**src/rtl/bus_read_sequencer.sv**
```systemverilog
// Queues register-read select codes and presents the selected register on the shared bus,
// one result at a time under a valid/ready handshake.
module bus_read_sequencer #(
  parameter int DATA_W = 16,
  parameter int QDEPTH = 4
) (
  input  logic                      clk,
  input  logic                      rst,
  input  logic                      rd_req,
  input  logic [4:0]                rd_sel,
  output logic                      rd_accept,
  input  logic [14*DATA_W-1:0]      reg_bank,
  output logic [DATA_W-1:0]         bus_out,
  output logic                      bus_valid,
  output logic                      bus_err,
  input  logic                      bus_ready,
  output logic [$clog2(QDEPTH):0]   q_count,
  output logic                      busy
);

  localparam int PW = $clog2(QDEPTH);
  localparam logic [PW:0] FULL_CNT = (PW+1)'(QDEPTH);

  localparam logic [1:0] IDLE  = 2'd0;
  localparam logic [1:0] FETCH = 2'd1;
  localparam logic [1:0] HOLD  = 2'd2;

  logic [1:0]        state_q, state_d;
  logic [4:0]        fifo_q [QDEPTH];
  logic [PW-1:0]     wr_ptr_q, rd_ptr_q;
  logic [PW:0]       count_q;
  logic [4:0]        sel_q;
  logic [DATA_W-1:0] bus_out_q;
  logic              bus_valid_q, bus_err_q;
  logic              q_full, q_empty, push, pop;

  function automatic logic sel_ok(input logic [4:0] sel);
    return (sel >= 5'd1) && (sel <= 5'd14);
  endfunction

  function automatic logic [DATA_W-1:0] read_slot(input logic [14*DATA_W-1:0] bank,
                                                   input logic [4:0] sel);
    logic [DATA_W-1:0] r;
    r = '0;
    for (int k = 1; k <= 14; k++)
      if (sel == 5'(k)) r = bank[k*DATA_W-1 -: DATA_W];
    return r;
  endfunction

  // Full is judged on the pre-pop count, so a full queue refuses even when popping.
  assign q_full    = (count_q == FULL_CNT);
  assign q_empty   = (count_q == '0);
  assign push      = rd_req & ~q_full;
  assign pop       = ~q_empty & ((state_q == IDLE) | ((state_q == HOLD) & bus_ready));
  assign rd_accept = push;

  always_comb begin
    state_d = state_q;
    case (state_q)
      IDLE:    if (!q_empty) state_d = FETCH;
      FETCH:   state_d = HOLD;
      HOLD:    if (bus_ready) state_d = q_empty ? IDLE : FETCH;
      default: state_d = IDLE;
    endcase
  end

  always_ff @(posedge clk) begin
    if (push) fifo_q[wr_ptr_q] <= rd_sel;
  end

  always_ff @(posedge clk or posedge rst) begin
    if (rst) begin
      state_q     <= IDLE;
      wr_ptr_q    <= '0;
      rd_ptr_q    <= '0;
      count_q     <= '0;
      sel_q       <= '0;
      bus_out_q   <= '0;
      bus_valid_q <= 1'b0;
      bus_err_q   <= 1'b0;
    end else begin
      state_q <= state_d;
      if (push) wr_ptr_q <= wr_ptr_q + 1'b1;
      if (pop) begin
        rd_ptr_q <= rd_ptr_q + 1'b1;
        sel_q    <= fifo_q[rd_ptr_q];
      end
      case ({push, pop})
        2'b10:   count_q <= count_q + 1'b1;
        2'b01:   count_q <= count_q - 1'b1;
        default: count_q <= count_q;
      endcase
      // reg_bank is sampled here, at the FETCH edge, not when the request arrived.
      if (state_q == FETCH) begin
        bus_valid_q <= 1'b1;
        bus_err_q   <= ~sel_ok(sel_q);
        bus_out_q   <= sel_ok(sel_q) ? read_slot(reg_bank, sel_q) : '0;
      end else if ((state_q == HOLD) && bus_ready) begin
        bus_valid_q <= 1'b0;
      end
    end
  end

  assign bus_out   = bus_out_q;
  assign bus_valid = bus_valid_q;
  assign bus_err   = bus_err_q;
  assign q_count   = count_q;
  assign busy      = (state_q != IDLE) | ~q_empty;

endmodule

```
**config.mk**
```make
export PLATFORM = sky130hd
export DESIGN_NAME = bus_read_sequencer
export DESIGN_NICKNAME = d
export VERILOG_FILES = /design/src/rtl/bus_read_sequencer.sv
export SDC_FILE = /design/constraint.sdc
export NUM_CORES = 1
export LEC_CHECK = 0
export BUFFER_PORTS_ARGS = -buffer_cell sky130_fd_sc_hd__buf_4
export CELL_PAD_IN_SITES_DETAIL_PLACEMENT = 0
export CELL_PAD_IN_SITES_GLOBAL_PLACEMENT = 2
export CORE_MARGIN = 5
export CORE_UTILIZATION = 22
export CTS_BUF_LIST = sky130_fd_sc_hd__clkbuf_16
export CTS_CLUSTER_SIZE = 24
export DETAILED_ROUTE_END_ITERATION = 6
export PLACE_DENSITY = 0.84
export SYNTH_ARGS = -nofsm -noshare
export SYNTH_HDL_FRONTEND = slang
export SYNTH_SLANG_ARGS = --single-unit
```
**constraint.sdc**
```tcl
create_clock -name clk -period 2.4 [get_ports clk]
set_clock_uncertainty 0.2 [all_clocks]
set_input_delay 0.72 -clock clk [delete_from_list [all_inputs] [get_ports clk]]
set_output_delay 0.72 -clock clk [all_outputs]
set_load 0.05 [all_outputs]
```
# == Word level (Yosys, flattened, before mapping) ==
# Memories as Yosys holds them, arrays and structs flattened. A register that Yosys moved wholly into a read port is not among the register bits.
# Cells that the tools add are included.
# word_totals
latchBits,0
n_memories,1
word_cells,75
input_bits,233
reg_bits,27
out_inout_bits,23
ram_bits,20
romBits,0
# op_classes
n_div,0
order_cmp,2
n_addsub,4
shifts,0
n_mul,0
n_mux,24
bitwise,8
reduce_logical,8
eq_ne,21
# mem_list
memory,words,word_bits,rd,rd_ports_with_merged_regs,write_ports,line,rtl
fifo_q,4,5,1,1,1,29,logic [4:0] fifo_q [QDEPTH];
# ops
operator,count
$mux 16,15
$eq 5x4->1 const B,7
$eq 5x3->1 const B,4
$eq 5x2->1 const B,2
$pmux 2 s3,1
$pmux 3 s2,1
$reduce_bool 2->1,3
$eq 5x1->1 const B,1
$ge 5x1->1 const B,1
$le 5x4->1 const B,1
$mux 1,5
$add 2x1->2 const B,2
$eq 2x1->1 const B,2
$eq 2x2->1 const B,2
$mux 2,2
$ne 2x2->1 const B,2
$add 3x1->3 const B,1
$and 1x1->1,3
$eq 3x3->1 const B,1
$logic_not 3->1,1
$not 1->1,3
$sub 3x1->3 const B,1
$logic_and 1x1->1,2
$logic_not 2->1,1
2 further kinds,3

# == Logic depth before layout (Yosys ltp) ==
# Gate-level depths: netlist (run 1).
# logic_depth
word_depth,16
mapped_depth,9
depth_no_buf,9

# == Worst setup path after synthesis (run 1) ==
# OpenSTA, ideal clock, no wires.
# synth_path
path_kind,flip-flop to flip-flop
start,"register count_q[1], in the netlist q_count[1]"
end,"register count_q[2], in the netlist q_count[2]"
t_arrival_ps,2910
stages_incl_launch_ff,10
setup_slack_ps,-855
n_path_buf,0
required_ps,2055
setup_ps,145
synth_period_minus_slack_ps,3255
path_cell_list,dfrtp_1 -> inv_1 -> a31oi_1 -> inv_1 -> ha_1 -> inv_1 -> fa_1 -> xor2_1 -> nor2_1 -> xor2_1
# synth_between
elab_chain_len,5
elab_cells_between_ends,12
cone_classes,2 x add/sub; 3 x eq/ne; 1 x mux; 4 x bitwise; 2 x reduce/logical
# synth_lines
item,line,rtl
from (decl),31,logic [PW:0] count_q;
from (signal assigned),89,2'b10: count_q <= count_q + 1'b1;
from (signal assigned),90,2'b01: count_q <= count_q - 1'b1;
from (signal assigned),91,default: count_q <= count_q;
$eq 3x3->1 *,51,assign q_full = (count_q == FULL_CNT);
$not 1->1 *,53,assign push = rd_req & ~q_full;
$and 1x1->1 *,53,
net rd_accept,11,"output logic rd_accept,"
$eq 2x1->1 / $eq 2x2->1 (equally long branches),88,"case ({push, pop})"
$pmux 3 s2 / $reduce_bool 2->1 (equally long branches),n/a,
# The timed path passes the listed nets; every way through them passes the cells marked *.
# A chain may end at the register's enable or synchronous reset.

# == Worst setup path after layout (run 1) ==
# layout_path
start,"register count_q[0], in the netlist q_count[0]"
end,output rd_accept
# layout_between
elab_chain_len,3
# layout_lines
item,line
$eq 3x3->1,51
$not 1->1,53
$and 1x1->1,53
to (decl),11
# No other way between the ends.

==> metrics, run 1 <==
Starting Density=22.3%; CTS max path bufs=2; crit path DAT=1.40 ns; Tightest Hold Check Type=input port to async pin; DR WL/cell=21.7 microns; CP Depth=3; Worst Path Required=1.48 ns; Reg2Reg Depth=7; Worst R2R End=bus_out[15]; WP buf/inv=2; pwr/cell area=1190 nW/um^2; Post-Syn Area=4510 sq um; critical-path cell list=inv_1, a31oi_4, buf_4; post-route cell area=7130 sq um; Clock Sinks=52; antenna violations before repair=2; Rows=52; RSZ-0062 raised after global routing=no; Worst IR Drop VDD=0.626 mV; Tcrit/Tclk final=96.7%; status=finished, final reports clean; I/O Buffers=255; die width=153 microns; CP Launch Type=register; Cells after Synth=497; via count=5159; Core Region=20200 sq um; Die Ht=153 microns; DRT iter0 DRCs=280; GPL Wtd Cong=0.881; Layout Nets=1003; gr busiest metal=met2; Critical Path End Type=output port; Layout area overhead=58.2%; grt ovf=0; first-pass GRT wire length=33300 microns; met3 Resource Use GR=6.62%; GRT Util Overall=18.3%; CP Class=register to output port; root buf cell=clkbuf_16; Fin Hold WS=0.318 ns; Finished Layout Cells=1035; fraction of final layout cells sized beyond drive strength 1=49.2%; clock latency on the worst-skew pair=0.30 ns; slowest stage cell on the critical path=dfrtp_2; maxcap violations=0; met1 GRT Util=22.7%; hold violation count in the final report=0; drc violations=0; Netlist cell types=69; number of fill cells in the layout=2145; EDFF count, synth=20; Max-Slew Margin vs Limit=64.7%; Crit path max-delay family=flip-flops; cts hold-fix bufs=0; CTS buffer count=5; die area=23500 sq um; Worst Max-Slew Pin Slew=0.530 ns; CP max FO=9; H-tree levels=2; final core utilization=35.2%; reg2reg setup slack=0.12 ns; total routed wirelength=22500 microns; min Tclk post-route=2.32 ns; Crit path largest cell delay=0.42 ns; I/O pins=256; Mapped Avg Cell Area=9.07 sq um; Critical R2R Launch=sel_q[1]; M2 GR Usage=30.9%; Reg clk slew, reported paths=0.08 ns; Antenna diodes=0; Post-DRT Antenna Nets=0; FF+latch count, synth=52; ys async rst share=61.5%; pin count of the biggest net entering global routing=33; Detailed Place HPWL=18600 microns; sequential-to-total area share from yosys stat=31.1%; number of synthesis warnings=0; pins over their slew limit=0; max frequency=431 MHz; vias per cell=4.98; Leak Pwr=3.09 nW; Mapped Nets=736; DRT Pass-1 Iters=5; post-placement cell area=6960 sq um; final setup fails=0; vias in the first global route=5349; CTS tree=built; DP Cell Count=1026; Primary FF master, synth=dfrtp_1
routing by layer:
metal  vias to the layer above  part of all wire (%)
met1                      2454                    41
li1                       2465                     -
met2                       215                    48
met5                         -                  0.12
met4                         4                   1.6
met3                        21                   9.4
worst min-delay path, cell delays in order:
cell   delay, ns
buf_4       0.11
inv_1       0.04
buf_4       0.40
through the flow:
stage | power [mW] | setup slack [ns] | TNS (ns)
floorplan | 5.51 | 0.00770 | 0
global placement | 7.64 | -0.00555 | -0.00555
detailed placement | 7.66 | -0.0608 | -0.0608
CTS | 8.46 | 0.0454 | 0
global route | 9.05 | 0.000468 | 0
finish | 8.46 | 0.0799 | 0
synthesized netlist by cell type (all sizes together), types with 4 or more instances:
master,n,area (sq um)
clkbuf,13,48.8
buf,34,218
nand2,44,165
mux4,6,135
nand3b,4,30.0
nor2b,10,70.1
a31oi,11,68.8
nor3b,7,52.6
mux2,30,338
o211ai,9,67.6
nor2,23,88.8
a2bb2oi,4,35.0
a21oi,51,259
dfrtp,32,801
a221o,7,70.1
edfxtp,20,601
o221ai,4,35.0
and2,4,25.0
a22oi,5,37.5
inv,14,52.6
a211oi,7,52.6
nand2b,10,70.1
mux2i,15,150
nand4b,4,41.3
ha,5,62.6
a221oi,18,175
o21ai,33,165
o22ai,18,113
nor3,5,25.0
final cells by class:
| cell class | instances | area [sq um] | share of cell area (%) |
|---|---|---|---|
| multi-input cells | 384 | 2850 | 39.9 |
| repair buffers | 307 | 2330 | 32.7 |
| flip-flops and latches | 52 | 1410 | 19.8 |
| well taps | 270 | 338 | 4.74 |
| clock buffers | 5 | 125 | 1.75 |
| inverters | 14 | 52.6 | 0.737 |
| clock inverters | 3 | 28.8 | 0.404 |
timing repair:
action,CTS,global route
endpoints found under the setup margin,0,8
buffers inserted,0,1
endpoints found under the hold margin,0,0
resized for setup,0,3
worst max-delay path by stage:
stage	startpoint	endpoint
4_1_cts	q_count[2]	busy
5_1_grt	q_count[0]	rd_accept
3_3_place_gp	bus_ready	q_count[2]
2_1_floorplan	bus_ready	q_count[2]
6_report	q_count[0]	rd_accept
3_5_place_dp	bus_ready	q_count[2]
where the power goes:
| group | internal [mW] | switching [mW] |
|---|---|---|
| sequential | 1.28 | 0.403 |
| clock | 0.403 | 0.383 |
| combinational | 2.52 | 3.47 |
cells in the final DEF (no fill, tap or decap), drive strengths merged, types with 4 or more instances in the layout:
master,n
a221o,7
a211oi,7
buf,307
nor2b,10
nand2,44
a22oi,5
nand3b,4
o21ai,33
edfxtp,20
nand4b,4
inv,17
mux4,6
clkbuf,5
nor3,5
a31oi,11
a21oi,51
nor2,23
a221oi,18
mux2,30
o211ai,9
and2,4
ha,5
dfrtp,32
nor3b,7
a2bb2oi,4
mux2i,15
o22ai,18
nand2b,10
o221ai,4
registers in the layout, indices dropped and copies added (netlist names):
name / cells
state_q: 2
fifo_q: 20
bus_valid: 1
rd_ptr_q: 2
bus_err: 1
q_count: 3
sel_q: 5
bus_out: 16
wr_ptr_q: 2
kinds of logic (layout without fill, tap and decap cells):
kind of cell / Yosys count / count (layout) / share of synthesized area (%)
compound gates: 193 / 193 / 29.5
mux: 51 / 51 / 13.8
xor+xnor: 6 / 6 / 1.17
flops: 52 / 52 / 31.1
buf+inv: 61 / 329 / 7.08
simple gates: 128 / 128 / 15.5
fa+ha+maj: 6 / 6 / 1.83
(Power assumes the default switching activity.)
==> inputs of run 2 (changes only) <==
ABC_AREA = 1   (was unset)
CORE_UTILIZATION = 19   (was 22)
PLACE_DENSITY = unset   (was 0.84)
PLACE_DENSITY_LB_ADDON = 0.1   (was unset)
==> run 2 against run 1 <==
Effect of this change:
- utilization down 3.4 points
- critical path depth unchanged
- setup slack better by 0.0069 ns
- register-to-register slack better by 0.10 ns
- non-clock buffer count down 13
- critical path type unchanged
- wire length down 2.8%
- largest power group unchanged
- power down 22%
- area after synthesis down 5.6%
- largest cell class unchanged
- critical endpoint unchanged
- sequential power down 8%
- synthesized cell count up 40%
- final area down 2.0%
==> metrics, run 2 <==
Detailed Place HPWL=18500 microns; footprint of the multi-input gates=2480 sq um; Starting Density=19.4%; Critical Path End Type=output port; Post-Syn Area=4260 sq um; Die Ht=160 microns; CP Class=register to output port; Leak Pwr=3.67 nW; Crit path largest cell delay=0.47 ns; DR WL/cell=17.4 microns; vias per cell=4.06; final core utilization=31.8%; EDFF count, synth=20; via count=5102; grt ovf=0; area share of the largest cell type after synthesis=25.4%; main combinational cell family by area after synthesis=simple AND/OR/NAND/NOR gates; Primary FF master, synth=dfrtp_1; Critical R2R Launch=sel_q[2]; CP Launch Type=register; maxcap violations=0; DRT Pass-1 Iters=4; Clk pwr share=11.3%; number of synthesis warnings=0; sequential-to-total area share from yosys stat=32.9%; Clock Sinks=52; CTS buffer count=5; ys async rst share=61.5%; cts hold-fix bufs=0; mux cell area share after synthesis=0%; Fin Hold WS=0.283 ns; simple-gate portion of the synthesized area=49.9%; Worst R2R End=bus_out[9]; pwr/cell area=947 nW/um^2; die width=160 microns; status=finished, final reports clean; Rows=54; GRT Util Overall=16.5%; Netlist cell types=33; max frequency=432 MHz; Tcrit/Tclk final=96.4%; H-tree levels=2; most common cell in the synthesized netlist=nand2_1; commonest non-fill, non-tap cells in the layout=buf_4 (286), nand2_1 (284), nor2_1 (89), inv_1 (71), nand3_1 (39); DP Cell Count=1247; Post-Synth XOR/XNOR Area=1.03%; commonest non-fill, non-tap cell in the layout=buf_4; max reg flops=20; sequential power share=23.5%; top cells by count, synth=nand2_1 (288), nor2_1 (96), inv_1 (75), nand3_1 (39), nand4_1 (33); final setup fails=0; Mapped Nets=936; Largest Register=fifo_q; pins over their slew limit=0; Reg2Reg Depth=14; crit path DAT=1.39 ns; slowest stage cell on the critical path=dfrtp_1; Reg area=1410 sq um; Mapped Avg Cell Area=6.11 sq um; CTS max path bufs=2; number of fill cells in the layout=2525; Worst Max-Slew Pin Slew=0.566 ns; Post-DRT Antenna Nets=0; critical-path cell list=o31ai_4, inv_1, buf_4; Max-Slew Margin vs Limit=62.1%; DRT iter0 DRCs=199; Core Region=22000 sq um; min Tclk post-route=2.31 ns; Cells after Synth=697; Hold Path Depth=2; CTS tree=built; P_sw=3.36 mW; Worst IR Drop VDD=0.879 mV; vias in the first global route=5436; area leader, netlist=nand2_1; first-pass GRT wire length=32800 microns; CP max FO=5; antenna violations before repair=0; drc violations=0; Layout area overhead=64.1%; I/O Buffers=255; Hold EP=bus_out[2]; Post-Synth Adder-Cell Area=1.94%; reg2reg setup slack=0.22 ns; Crit path max-delay family=flip-flops; root buf cell=clkbuf_16; top cells by area, synth=nand2_1 (25%), dfrtp_1 (19%), edfxtp_1 (14%); Worst Slack Setup Final=0.0868 ns; clock latency on the worst-skew pair=0.29 ns; Antenna diodes=0; pre-CTS WS=0.0246 ns; total routed wirelength=21800 microns; fraction of final layout cells sized beyond drive strength 1=36.3%; sw frac=50.8%; origin of the worst min-delay path=bus_out[2]; die area=25500 sq um; Comb power frac=65.2%; I/O pins=256; FF+latch count, synth=52; Tightest Hold Check Type=register to register; RSZ-0062 raised after global routing=no; GPL Wtd Cong=0.789; hold violation count in the final report=0; Layout Nets=1214; Synth Area in Compound Gates=4.06%; WP buf/inv=2; Worst Path Required=1.48 ns; Finished Layout Cells=1256; cell-internal power=3.25 mW; Reg clk slew, reported paths=0.07 ns; pin count of the biggest net entering global routing=33
[run 2: cell types whose count changed after synthesis, moves of 37 or more]
cell and delta:
nand3_1 +37, a21oi_1 -46, inv_1 +61, nand2_1 +244
nor2_1 +74
[run 2: how the worst max path moves through the flow]
stage / from / endpoint / slack, ns / cells after the start
final: q_count[1] / rd_accept / 0.09 / 3
after global routing: sel_q[0] / bus_out[13] / 0.01 / 14
after CTS: q_count[1] / rd_accept / 0.01 / 3
after detailed placement: bus_ready / q_count[2] / 0.02 / 10
after global placement: bus_ready / q_count[2] / 0.04 / 10
after floorplan: bus_ready / q_count[2] / -0.02 / 10
[run 2: layout make-up]
| cell class | count | share of cell area, % |
|---|---|---|
| clock buffers | 5 | 1.79 |
| clock inverters | 3 | 0.394 |
| repair buffers | 294 | 32.5 |
| flip-flops and latches | 52 | 20.1 |
| multi-input cells | 538 | 35.6 |
| inverters | 84 | 4.57 |
| well taps | 280 | 5.01 |
[run 2: stage by stage]
step | setup TNS, ns | power [mW] | area, sq um
2_1_floorplan | -0.0226 | 4.09 | 4270
3_3_place_gp | 0 | 5.90 | 6740
3_5_place_dp | 0 | 5.90 | 6740
4_1_cts | 0 | 6.68 | 6900
5_1_grt | 0 | 7.30 | 6990
6_report | 0 | 6.61 | 6990
[run 2: cell families (layout without fill, tap and decap cells)]
group | Yosys count | after routing
xor+xnor | 5 | 5
buf+inv | 107 | 386
flops | 52 | 52
fa+ha+maj | 6 | 6
simple gates | 499 | 499
compound gates | 28 | 28
[run 2: routing by layer]
layer | routed length, microns | global-route usage [%] | up-vias
met1 | 9720 | 20.8 | 2200
met4 | 148 | 2.29 | 0
met3 | 1560 | 4.18 | 8
met5 | 0 | 0 | -
li1 | - | - | 2724
met2 | 10400 | 29.3 | 170
[run 2: timing repair]
item,CTS,global route
gates resized for setup,0,27
setup endpoints to repair,0,16
buffers inserted,0,1
[run 2: worst reg2reg max path, stage by stage (launching register included)]
cell and delay, ns:
dfrtp_1 0.42, inv_2 0.08, nand2_1 0.10, nor2_1 0.07, buf_12 0.15, nand2_1 0.06, nand2_1 0.05, nor2_1 0.09
nand4_1 0.18, nor2_2 0.15, nand4_1 0.16, nor2_2 0.14, nand3b_1 0.12, nand2_1 0.08, nand2_1 0.04
[run 2: power by group through the flow]
| stage | clock network (mW) | registers (mW) | logic [mW] |
|---|---|---|---|
| 6_report | 0.747 | 1.55 | 4.31 |
| 5_1_grt | 0.804 | 1.60 | 4.89 |
| 4_1_cts | 0.783 | 1.52 | 4.37 |
| 3_5_place_dp | 0 | 1.53 | 4.36 |
| 3_3_place_gp | 0 | 1.54 | 4.36 |
| 2_1_floorplan | 0 | 1.96 | 2.12 |
